### config.mk
export PLATFORM = sky130hd
export DESIGN_NAME = uart_rx_fsm
export DESIGN_NICKNAME = d
export VERILOG_FILES = /design/src/rtl/uart_rx_fsm.sv
export SDC_FILE = /design/constraint.sdc
export NUM_CORES = 1
export LEC_CHECK = 0
export CORE_AREA = 2 2 64 66
export DETAILED_ROUTE_END_ITERATION = 6
export DIE_AREA = 0 0 66 68
export PLACE_DENSITY_LB_ADDON = 0.3
export SLEW_MARGIN = 25
export SYNTH_ARGS = -nofsm -noshare
export SYNTH_HDL_FRONTEND = slang
export SYNTH_SLANG_ARGS = --single-unit
export TNS_END_PERCENT = 100
### constraint.sdc
create_clock -name CLK -period 4 [get_ports CLK]
set_input_delay 0.8 -clock CLK [delete_from_list [all_inputs] [get_ports CLK]]
set_output_delay 0.8 -clock CLK [all_outputs]
set_load 0.1 [all_outputs]
### src/rtl/uart_rx_fsm.sv
// UART receive sequencer: start detection, oversampling edge/bit counting,
// checker strobes and a one-cycle clean/rejected verdict per frame.
module uart_rx_fsm #(
    parameter int DATA_WIDTH     = 8,
    parameter int PRESCALE_WIDTH = 6
) (
    input  logic                      CLK,
    input  logic                      RST,
    input  logic                      RX_IN,
    input  logic                      PAR_EN,
    input  logic [PRESCALE_WIDTH-1:0] Prescale,
    input  logic                      strt_glitch,
    input  logic                      par_err,
    input  logic                      stp_err,
    output logic [PRESCALE_WIDTH-1:0] edge_cnt,
    output logic [3:0]                bit_cnt,
    output logic                      dat_samp_en,
    output logic                      strt_chk_en,
    output logic                      deser_en,
    output logic                      par_chk_en,
    output logic                      stp_chk_en,
    output logic                      data_valid,
    output logic                      frame_err
);

    typedef enum logic [2:0] {
        IDLE    = 3'd0,
        START   = 3'd1,
        DATA    = 3'd2,
        PARITY  = 3'd3,
        STOP    = 3'd4,
        ERR_CHK = 3'd5
    } state_t;

    localparam logic [PRESCALE_WIDTH-1:0] EDGE_ONE  = PRESCALE_WIDTH'(1);
    localparam logic [PRESCALE_WIDTH-1:0] EDGE_TWO  = PRESCALE_WIDTH'(2);
    localparam logic [3:0]                LAST_DATA = 4'(DATA_WIDTH);

    state_t                      state_q, state_d;
    logic [PRESCALE_WIDTH-1:0]   edge_q, edge_d;
    logic [PRESCALE_WIDTH-1:0]   p_q, p_d;
    logic [3:0]                  bit_q, bit_d;
    logic                        pe_q, pe_d;
    logic                        perr_q, perr_d;
    logic                        serr_q, serr_d;
    logic                        last_edge;
    logic                        chk_edge;
    logic                        clean;

    assign last_edge = (edge_q == p_q - EDGE_ONE);
    assign chk_edge  = (edge_q == p_q - EDGE_TWO);

    always_ff @(posedge CLK or negedge RST) begin
        if (!RST) begin
            state_q <= IDLE;
            edge_q  <= '0;
            bit_q   <= '0;
            p_q     <= '0;
            pe_q    <= 1'b0;
            perr_q  <= 1'b0;
            serr_q  <= 1'b0;
        end else begin
            state_q <= state_d;
            edge_q  <= edge_d;
            bit_q   <= bit_d;
            p_q     <= p_d;
            pe_q    <= pe_d;
            perr_q  <= perr_d;
            serr_q  <= serr_d;
        end
    end

    always_comb begin
        state_d = state_q;
        edge_d  = edge_q;
        bit_d   = bit_q;
        p_d     = p_q;
        pe_d    = pe_q;
        perr_d  = perr_q;
        serr_d  = serr_q;

        if (state_q != IDLE) begin
            edge_d = last_edge ? '0 : edge_q + EDGE_ONE;
            if (last_edge) begin
                bit_d = bit_q + 4'd1;
            end
        end

        case (state_q)
            IDLE, ERR_CHK: begin
                // The detection cycle is edge 0, so START begins at edge 1.
                if (!RX_IN) begin
                    state_d = START;
                    edge_d  = EDGE_ONE;
                    bit_d   = '0;
                    p_d     = Prescale;
                    pe_d    = PAR_EN;
                    perr_d  = 1'b0;
                    serr_d  = 1'b0;
                end else begin
                    state_d = IDLE;
                    edge_d  = '0;
                    bit_d   = '0;
                end
            end
            START: begin
                if (last_edge) begin
                    if (strt_glitch) begin
                        state_d = IDLE;
                        edge_d  = '0;
                        bit_d   = '0;
                    end else begin
                        state_d = DATA;
                    end
                end
            end
            DATA: begin
                if (last_edge && (bit_q == LAST_DATA)) begin
                    state_d = pe_q ? PARITY : STOP;
                end
            end
            PARITY: begin
                if (last_edge) begin
                    state_d = STOP;
                    perr_d  = par_err;
                end
            end
            STOP: begin
                // Checker results are only valid at P-1, so hold them for the verdict.
                if (last_edge) begin
                    state_d = ERR_CHK;
                    serr_d  = stp_err;
                    bit_d   = '0;
                end
            end
            default: begin
                state_d = IDLE;
                edge_d  = '0;
                bit_d   = '0;
            end
        endcase
    end

    assign clean       = !serr_q && !(pe_q && perr_q);
    assign edge_cnt    = edge_q;
    assign bit_cnt     = bit_q;
    assign dat_samp_en = (state_q == START) || (state_q == DATA) ||
                         (state_q == PARITY) || (state_q == STOP);
    assign strt_chk_en = (state_q == START)  && chk_edge;
    assign deser_en    = (state_q == DATA)   && chk_edge;
    assign par_chk_en  = (state_q == PARITY) && chk_edge;
    assign stp_chk_en  = (state_q == STOP)   && chk_edge;
    assign data_valid  = (state_q == ERR_CHK) && clean;
    assign frame_err   = (state_q == ERR_CHK) && !clean;

endmodule
Yosys cells after proc, flatten, opt, wreduce, memory -nomap -nowiden
Index checks and enable logic that the tools add are counted.
{ "word_totals": {"output_inout_bits": 17, "reg_bits": 22, "elab_cells": 76} }
{ "classes": {"n_bitwise": 1, "eq_ne": 13, "reduce_logical": 26, "addsub": 4, "n_mux": 25} }
{ "ops": {"columns": ["operator", "count"], "rows": [
  ["6-bit two-way mux", 4],
  ["4-bit two-way mux", 5],
  ["6-bit one-hot mux with 3 select lines", 1],
  ["3-bit two-way mux", 5],
  ["3-bit one-hot mux with 5 select lines", 1],
  ["6-bit equality test", 2],
  ["4-bit one-hot mux with 3 select lines", 1],
  ["2-bit != test, second input constant", 5],
  ["1-bit logical AND", 9],
  ["6-bit by 1-bit adder with 6-bit output, second input constant", 1],
  ["3-bit by 2-bit equality test with 1-bit output, second input constant", 2],
  ["3-bit equality test, second input constant", 2],
  ["3-bit AND reduction", 2],
  ["6-bit by 1-bit subtractor with 6-bit output, second input constant", 1],
  ["6-bit by 2-bit subtractor with 6-bit output, second input constant", 1],
  ["1-bit two-way mux", 5],
  ["4-bit by 1-bit adder with 4-bit output, second input constant", 1],
  ["4-bit equality test, second input constant", 1],
  ["1-bit one-hot mux with 2 select lines", 2],
  ["4-bit AND reduction", 1],
  ["2-bit nonzero test", 2],
  ["2-bit OR reduction", 2],
  ["3-bit by 1-bit equality test with 1-bit output, second input constant", 1],
  ["1-bit zero test", 3],
  ["other kinds (7)", 9]
]} }

Logic depth before layout (Yosys ltp)
{ "depth": {"word_depth": 7, "ltp_mapped": 9, "mapped_depth_nobuf": 8} }

Worst setup path before layout
No wires, ideal clock.
{ "synth_timing": {"kind": "register to output", "from": "reg edge_q[4], in the netlist edge_cnt[4]", "to": "out deser_en", "setup_slack_ns": -0.683, "stages_incl_launch_ff": 7, "path_buffers": 0, "arrival_ns": 3.883, "path_cell_list": "dfrtp_1 > xor2_1 > nor3_1 > a31oi_1 > nor3_1 > o211ai_1 > nor3_1"} }
{ "synth_via": {"elab_chain_len": 2} }
{ "synth_rtl": {"columns": ["item", "line", "rtl"], "rows": [
  ["start: declaration", "40", "logic [PRESCALE_WIDTH-1:0] edge_q, edge_d;"],
  ["start signal: assignment", "64", "edge_q <= edge_d;"],
  ["6-bit equality test", "51", "assign chk_edge = (edge_q == p_q - EDGE_TWO);"],
  ["1-bit logical AND", "150", "assign deser_en = (state_q == DATA) && chk_edge;"],
  ["end: declaration", "19", "output logic deser_en,"]
]} }
Every way passes these cells.

Worst setup path after layout
{ "layout_timing": {"from": "reg p_q[1]", "to": "out deser_en"} }
{ "layout_via": {"elab_chain_len": 3} }
{ "layout_rtl": {"columns": ["item", "line", "rtl"], "rows": [
  ["start: declaration", "41", "logic [PRESCALE_WIDTH-1:0] p_q, p_d;"],
  ["start signal: assignment", "66", "p_q <= p_d;"],
  ["6-bit by 2-bit subtractor with 6-bit output", "51", null],
  ["6-bit equality test", "51", null],
  ["1-bit logical AND", "150", null]
]} }
Every way passes these cells.

==> summary.md <==
| Metric | Value |
|---|---|
| Status | completed |
| CTS clk-pin slew, worst paths | 0.08 ns |
| Critical path data required time | 3.20 ns |
| Power Density | 834 nW/um^2 |
| Die area | 4490 sq um |
| CTS tree | done |
| Clock latency at the later pin of the worst-skew pair | 0.26 ns |
| R2R Path Start | p_q[1] |
| TritonCTS Sinks | 22 |
| Synth Net Count | 168 |
| Antenna-violating nets left | 0 |
| Total vias in the final route | 1155 |
| Crit-path leading delay family | simple AND/OR/NAND/NOR gates |
| CP cell instances | inv_1 -> ha_1 -> nand2_1 -> xnor2_1 -> nor3_1 -> o211ai_1 -> nor3_1 -> buf_4 |
| Distinct cells, synth | 41 |
| DRC viols | 0 |
| Cell Area, Synth | 1450 sq um |
| First-pass GRT wire length | 5.39 mm |
| Worst slew pin tran | 0.978 ns |
| Area of the multi-input gates | 812 sq um |
| DR WL/cell | 14.1 um |
| Core Util, Final | 0.463 |
| Crit path from | p_q[1] |
| R2r setup slk | 1.65 ns |
| Final setup violation count | 0 |
| Synthesis-to-finish area growth | 23.4% |
| DP Area | 1740 sq um |
| Setup Buffers After CTS | 0 |
| Relative slew margins | 0.346 |
| Nets | 196 |
| Num rows | 23 |
| Total grt overflow | 0 |
| Syn avg cell area | 9.71 sq um |
| Number of global-route vias before repair | 1181 |
| Sequential area share after synthesis | 0.381 |
| Synthesized flop and latch total | 22 |
| Htree depth | 1 |
| DPL Wire Length | 2.41 mm |
| Gpl congestion | 0.803 |
| Critical Path Fanout Max | 5 |
| Final Power | 1.49 mW |
| Largest net degree at the start of global routing | 23 |
| Unrepaired setup endpoints after global routing | no |
| Drt initial violations | 44 |
| Fmax | 327 MHz |
| Max stage delay on crit path | 0.39 ns |
| Via/cell ratio | 5.11 |
| Antenna cell count | 0 |
| Worst hold path class | input port to async pin |
| Pins over their slew limit | 0 |
| Design area | 1790 sq um |
| Register Area | 551 sq um |
| Worst setup EP type | output port |
| Final Skew | 0.00240 ns |
| Syn Inst Count | 149 |
| Crit path kind | flop to output port |
| Drt total wl | 3.20 mm |
| P_leak | 0.789 nW |
| Share of cells above drive strength 1 | 0.136 |
| DIE WIDTH | 66 um |
| Worst Setup Start Kind | flop |
| CTS Hold Bufs | 0 |
| Critical-path top delay cell | dfrtp_1 |
| Setup TNS | 0 ns |
| WP data arrival | 2.25 ns |
| Tcrit/Tclk final | 0.764 |
| Minimum clock period | 3.05 ns |
| Number of I/O pins | 30 |
| Max-cap violations | 0 |
| Post-cts resize count | 0 |
| Initial core utilization | 0.375 |
| First drt pass iteration count | 4 |
| CP Buf/Inv Count | 2 |
| Core Region | 3860 sq um |
| Vert. Die Dim | 68 um |
| Most used cell, CP | nor3_1 |
| Antenna violations before repair | 0 |
| Total GRT Usage | 0.157 |
| Ys Warns | 0 |
| Peak VDD IR | 415 uV |
| Final hold violations | 0 |
| PortBufs | 29 |
| CTS Buffer Depth | 2 |
| Fillers | 380 |
| Root Driver | clkbuf_8 |
| Number of buffers created by CTS | 3 |
synthesized netlist by cell type:
| cell type | number | area share |
|---|---|---|
| dfrtp_1 | 22 | 0.38 |
| nor2_1 | 15 | 0.039 |
| xor2_1 | 10 | 0.061 |
| inv_1 | 9 | 0.023 |
| nand2_1 | 8 | 0.021 |
| mux2_4 | 7 | 0.073 |
| nand3_1 | 7 | 0.024 |
| xnor2_1 | 7 | 0.042 |
| a21oi_1 | 6 | 0.021 |
| ha_1 | 6 | 0.052 |
| nor3_1 | 6 | 0.021 |
| o21ai_0 | 4 | 0.014 |
| buf_6 | 3 | 0.023 |
| nand2b_1 | 3 | 0.013 |
| nor2b_1 | 3 | 0.013 |
| o211ai_1 | 3 | 0.016 |
| and3_1 | 2 | 0.0086 |
| clkbuf_1 | 2 | 0.0052 |
| nand4_1 | 2 | 0.0086 |
| o22ai_1 | 2 | 0.0086 |
| o31ai_1 | 2 | 0.010 |
| a21boi_0 | 1 | 0.0052 |
| a21boi_2 | 1 | 0.0078 |
| a221o_1 | 1 | 0.0069 |
| a2bb2oi_1 | 1 | 0.0061 |
| a311oi_1 | 1 | 0.0061 |
| a31oi_1 | 1 | 0.0043 |
| and4_1 | 1 | 0.0061 |
| buf_2 | 1 | 0.0035 |
| inv_2 | 1 | 0.0026 |
| maj3_1 | 1 | 0.0069 |
| mux2_2 | 1 | 0.0078 |
| mux2i_1 | 1 | 0.0069 |
| nand3_2 | 1 | 0.0069 |
| nand3b_1 | 1 | 0.0052 |
| nor3b_1 | 1 | 0.0052 |
| o211a_1 | 1 | 0.0069 |
| o22a_1 | 1 | 0.0061 |
| o41ai_1 | 1 | 0.0061 |
| or4_1 | 1 | 0.0052 |
| xnor2_2 | 1 | 0.011 |
sequential cells by signal (all words and copies together), names as in the netlist:
register and count:
pe_q 1, bit_cnt 4, serr_q 1, p_q 6
state_q 3, edge_cnt 6, perr_q 1
worst register-to-register path: cells and delay by family, from the launching register on:
family          cells  cell delay, ns
compound gates      3            0.69
simple gates        2            0.41
flops               1            0.39
mux                 1            0.35
fa+ha+maj           1            0.26
buf+inv             1            0.15
stage by stage:
| stage | hold WS (ns) | worst slack (ns) | std cells |
|---|---|---|---|
| finish | 0.502 | 0.946 | 226 |
| global route | 0.528 | 0.802 | 226 |
| CTS | 0.524 | 0.946 | 226 |
| detailed placement | 0.505 | 1.27 | 222 |
| global placement | 0.507 | 1.34 | 222 |
| floorplan | 0.481 | -0.683 | 149 |
worst paths after layout:
path | to | depth (start not counted)
worst max-delay path | deser_en | 8
worst min-delay path | serr_q | 1
worst max register to register | state_q[1] | 8
worst min register to register | p_q[1] | 1
max in group asynchronous | edge_cnt[5] | 1
min in group CLK | p_q[1] | 1
layer usage:
metal,wire length (um),GRT usage
met5,0,0
met4,26,0.0536
met3,161,0.0247
met2,1600,0.269
met1,1410,0.203
placed cells by master, fill, tap and decap left out, types with 7 or more instances in the layout:
master / synthesis / final
inv_1: 9 / 9
mux2_4: 7 / 7
dfrtp_1: 22 / 22
xor2_1: 10 / 10
buf_4: 0 / 7
clkdlybuf4s50_1: 0 / 21
xnor2_1: 7 / 7
nor2_1: 15 / 15
nand2_1: 8 / 8
nand3_1: 7 / 7
kinds of logic (layout without fill, tap and decap cells):
kind of cell	Yosys count	in the layout	share of synthesized area
muxes	9	9	0.0874
xor gates and xnor gates	18	18	0.114
AOI/OAI and AO/OA	26	26	0.125
buffers and inverters	16	43	0.0580
adders and majority gates	7	7	0.0588
DFF	22	22	0.381
and+or+nand+nor	51	51	0.176
layout make-up:
class,count,area share
repair buffers,29,0.150
inverters,10,0.0210
flip-flops and latches,22,0.308
well taps,50,0.0350
clock buffers,4,0.0308
multi-input cells,111,0.455
power breakdown:
part           total, mW  switching (mW)  internal [mW]
Clock              0.160          0.0719         0.0877
Combinational      0.905           0.565          0.340
Sequential         0.425           0.122          0.302
Note: power is estimated with default switching activity, not from simulation.
